### config.mk
export PLATFORM = sky130hd
export DESIGN_NAME = regfile_dump_reader
export DESIGN_NICKNAME = d
export VERILOG_FILES = /design/src/rtl/regfile_dump_reader.sv
export SDC_FILE = /design/constraint.sdc
export NUM_CORES = 1
export LEC_CHECK = 0
export BUFFER_PORTS_ARGS = -buffer_cell sky130_fd_sc_hd__buf_4
export CAP_MARGIN = 10
export CORE_UTILIZATION = 40
export DETAILED_ROUTE_END_ITERATION = 16
export PLACE_DENSITY = 0.8
export SLEW_MARGIN = 20
export SYNTH_ARGS = -nofsm -noshare
export SYNTH_HDL_FRONTEND = slang
export SYNTH_SLANG_ARGS = --single-unit
### constraint.sdc
create_clock -name clk -period 3.1 [get_ports clk]
set_input_delay 0.465 -clock clk [delete_from_list [all_inputs] [get_ports clk]]
set_output_delay 0.465 -clock clk [all_outputs]
set_load 0.005 [all_outputs]
### src/rtl/regfile_dump_reader.sv
// Sweeps registers FIRST_REG..LAST_REG through one read port and streams each word out on valid/ready.
// Optional DUMP_CSUM_EN appends a beat carrying the XOR of every dumped word.
module regfile_dump_reader #(
    parameter int ADDR_W    = 5,
    parameter int DATA_W    = 32,
    parameter int FIRST_REG = 0,
    parameter int LAST_REG  = 31
) (
    input  logic              clk,
    input  logic              rst,
    input  logic              start,
    output logic              busy,
    output logic              done,
    output logic [ADDR_W-1:0] rd_addr,
    input  logic [DATA_W-1:0] rd_data,
    output logic              out_valid,
    input  logic              out_ready,
    output logic [ADDR_W-1:0] out_idx,
    output logic [DATA_W-1:0] out_data,
    output logic              out_last
);

    localparam logic [ADDR_W-1:0] FIRST = ADDR_W'(FIRST_REG);
    localparam logic [ADDR_W-1:0] LAST  = ADDR_W'(LAST_REG);

`ifdef DUMP_CSUM_EN
    typedef enum logic [2:0] {IDLE, LOAD, SEND, CSUM, FIN} state_t;
    logic [DATA_W-1:0] csum;
`else
    typedef enum logic [1:0] {IDLE, LOAD, SEND, FIN} state_t;
`endif

    state_t            state;
    logic [ADDR_W-1:0] idx;

    // idx is parked at FIRST_REG whenever idle, so the read port needs no mux.
    assign rd_addr = idx;
    assign busy    = (state != IDLE);
    assign done    = (state == FIN);

    always_ff @(posedge clk) begin
        if (rst) begin
            state     <= IDLE;
            idx       <= FIRST;
            out_valid <= 1'b0;
            out_last  <= 1'b0;
            out_idx   <= '0;
            out_data  <= '0;
`ifdef DUMP_CSUM_EN
            csum      <= '0;
`endif
        end else begin
            case (state)
                IDLE: begin
                    if (start) begin
                        idx   <= FIRST;
                        state <= LOAD;
`ifdef DUMP_CSUM_EN
                        csum  <= '0;
`endif
                    end
                end
                LOAD: begin
                    out_data  <= rd_data;
                    out_idx   <= idx;
                    out_valid <= 1'b1;
`ifdef DUMP_CSUM_EN
                    // The checksum beat is the last one, so data beats never carry out_last.
                    out_last  <= 1'b0;
                    csum      <= csum ^ rd_data;
`else
                    out_last  <= (idx == LAST);
`endif
                    state     <= SEND;
                end
                SEND: begin
                    if (out_valid && out_ready) begin
                        if (idx == LAST) begin
`ifdef DUMP_CSUM_EN
                            out_valid <= 1'b1;
                            out_data  <= csum;
                            out_idx   <= LAST;
                            out_last  <= 1'b1;
                            state     <= CSUM;
`else
                            out_valid <= 1'b0;
                            state     <= FIN;
`endif
                        end else begin
                            out_valid <= 1'b0;
                            idx       <= idx + 1'b1;
                            state     <= LOAD;
                        end
                    end
                end
`ifdef DUMP_CSUM_EN
                CSUM: begin
                    if (out_valid && out_ready) begin
                        out_valid <= 1'b0;
                        state     <= FIN;
                    end
                end
`endif
                FIN: begin
                    idx   <= FIRST;
                    state <= IDLE;
                end
                default: state <= IDLE;
            endcase
        end
    end

endmodule

==> flow_summary.json <==
{
  "die-height_um": 70.00,
  "pwr-share-clk_pct": 23.2,
  "final_nets": 302,
  "pre_cts_slack_ns": 1.155,
  "p_switching_mw": 0.4593,
  "holdBufCountCts": 0,
  "synth-seq-cells": 46,
  "grt_max_degree": 48,
  "coreArea_um2": 4384,
  "syn_inst": 181,
  "ioPinCount": 82,
  "finalSetupViolations": 0,
  "p_int_mw": 1.123,
  "max-vdd-ir-drop_v": 0.0002532,
  "layout-drive-gt1-share_pct": 35.77,
  "layout_setup_ws_ns": 1.147,
  "yosys.cell_count.top_type": "dfxtp_1",
  "tritoncts": "done",
  "synthFlopType": "dfxtp_1",
  "cpMostUsedCell": "ha_1",
  "leakage_nw": 1.208,
  "wirelength_mm": 3.918,
  "clk-insertion-delay-late_ns": 0.29,
  "cp-end-kind": "register",
  "drc_errors": 0,
  "instances_no_fill": 312,
  "max_stage_delay_ns": 0.47,
  "antenna_found_initial": 0,
  "syn-num-nets": 224,
  "start_util_pct": 42.18,
  "power_density_nw_per_um2": 616.7,
  "synth.avg_cell_area_um2": 10.22,
  "synth_seq_area_share_pct": 49.80,
  "yosys.area.top_type": "dfxtp_1",
  "num_rows": 24,
  "io_buffers": 81,
  "synth_cell_types": 32,
  "drt_iter0_drc": 62,
  "cts_buffers": 5,
  "die_x_um": 70.00,
  "track_usage_pct": 16.98,
  "grt_pass1_wl_mm": 6.596,
  "post_cts_resized": 0,
  "dpl.hpwl_mm": 2.724,
  "final_hold_viol_count": 0,
  "synth_common_cells": "dfxtp_1 (46), nor2_1 (40), mux2i_1 (39), ha_1 (7), inv_1 (6)",
  "cts-root-buf": "clkbuf_8",
  "cts_htree_levels": 2,
  "vias_per_cell": 4.814,
  "slew_headroom_pct": 64.10,
  "wl_per_cell_um": 12.56,
  "cts.sinks": 46,
  "required_ns": 3.25,
  "crit_arrival_ns": 2.10,
  "place_inst": 304,
  "area_delta_synth_final_pct": 38.77,
  "route.vias.total": 1502,
  "cp-start-kind": "register",
  "async_flop_share_pct": 0,
  "cts_setup_buffers": 0,
  "antenna_left": 0,
  "crit_type": "reg -> reg",
  "setup_tns_ns": 0,
  "fin_util_pct": 58.53,
  "timing.final.crit_share_pct": 62.99,
  "cp_max_fo": 7,
  "p_seq_share_pct": 45.0,
  "drtPass1Iterations": 4,
  "cp_cell_sequence": "ha_1 > and3_1 > ha_1 > and2_1 > nor4_1 > o32ai_1",
  "worst_pin_slew_ns": 0.5336,
  "yosys_warnings": 0,
  "grt-ovfl-total": 0,
  "clk_path_buf_depth": 2,
  "hold_class": "in -> reg",
  "gp_congestion": 0.8492,
  "die-area_um2": 4899,
  "synth_edf_count": 0,
  "status": "complete, no violations",
  "grt_pass1_vias": 1523,
  "p_comb_share_pct": 31.9,
  "clk_pin_slew_ns": 0.08,
  "fmaxAchievable_mhz": 512.1,
  "cp_slowest_cell": "nor4_1",
  "synth_area_um2": 1849,
  "drv_slew": 0,
  "skew_ns": 0.004235,
  "min_period_ns": 1.953,
  "synth_top_area_share_pct": 49.80,
  "antenna_cells": 0,
  "drv_cap": 0,
  "yosys-top-cells-area": "dfxtp_1 (50%), mux2i_1 (21%), nor2_1 (8.1%), ha_1 (4.7%), inv_1 (1.2%)",
  "power_switching_share_pct": 29.02,
  "hold_slack_ns": 0.4021,
  "rsz0062_at_grt": "no"
}
[power by group through the flow]
stage / Combinational, mW / Sequential [mW] / Clock [mW]
2_1_floorplan: 0.314 / 0.727 / 0
3_3_place_gp: 0.501 / 0.722 / 0
3_5_place_dp: 0.510 / 0.724 / 0
4_1_cts: 0.512 / 0.712 / 0.388
5_1_grt: 0.555 / 0.723 / 0.410
6_report: 0.505 / 0.711 / 0.366
[metrics by stage]
stage	power [mW]	instance area (um2)
after floorplan	1.042	1849
after global placement	1.223	2475
after detailed placement	1.234	2475
after CTS	1.612	2566
after global routing	1.687	2566
final	1.583	2566
[flip-flops by register name (all words and copies together) (netlist names)]
| register | count |
|---|---|
| out_last | 1 |
| out_idx | 5 |
| rd_addr | 5 |
| state | 2 |
| out_valid | 1 |
| out_data | 32 |
[final cells by class]
class,count,area [um2]
fill,396,1818
sequential,46,920.9
multi-input combinational,118,850.8
timing repair buffer,82,615.6
clock buffer,7,86.33
tap,52,65.06
inverter,6,22.52
clock inverter,1,5.005
[routing by layer]
layer / vias up / global-route usage (%) / wire length (um)
li1: 768 / - / -
met1: 676 / 19.44 / 1726
met2: 53 / 28.74 / 1890
met3: 5 / 4.473 / 223
met4: 0 / 9.111 / 77
met5: - / 0 / 0
[final timing paths]
| kind | slack [ns] | cells after the start | start | end |
|---|---|---|---|---|
| worst min register to register | 0.50 | 2 | out_data[14] | out_data[14] |
| worst max-delay path | 1.15 | 6 | rd_addr[0] | rd_addr[1] |
| worst min-delay path | 0.40 | 3 | rd_data[6] | out_data[6] |
| worst max register to register | 1.15 | 6 | rd_addr[0] | rd_addr[1] |
[worst max-delay path: cells and delay by family, from the launching register on]
family | cells | cell delay, ns
adder cells (fa/ha/maj) | 2 | 0.44
flip-flops | 1 | 0.37
AO/OA/AOI/OAI | 1 | 0.17
AND/OR/NAND/NOR | 3 | 0.83
[cell families after synthesis]
kind of cell	Yosys count	share of synthesized area [%]
AND/OR/NAND/NOR	58	14.41
flip-flops	46	49.80
multiplexers	39	21.11
buffers and inverters	17	4.330
AO/OA/AOI/OAI	14	5.616
adder cells (fa/ha/maj)	7	4.736
[cells in the final DEF, fill, tap and decap left out, drive strengths merged]
cell type	netlist	final
inv	6	6
and2	1	1
o311a	1	1
and3	1	1
o31ai	2	2
nor2b	4	4
clkinv	0	1
or2b	1	1
or2	1	1
or4	1	1
a211oi	1	1
a21oi	2	2
a21boi	1	1
clkbuf	4	7
nand3	1	1
nand2	3	3
nand4	3	3
nor4	1	1
dfxtp	46	46
nor2	40	40
ha	7	7
mux2i	39	39
o311ai	1	1
o32ai	2	2
and3b	1	1
buf	7	82
o211ai	2	2
a31oi	1	1
o21ai	1	1
Power figures use the tool's default switching activity.
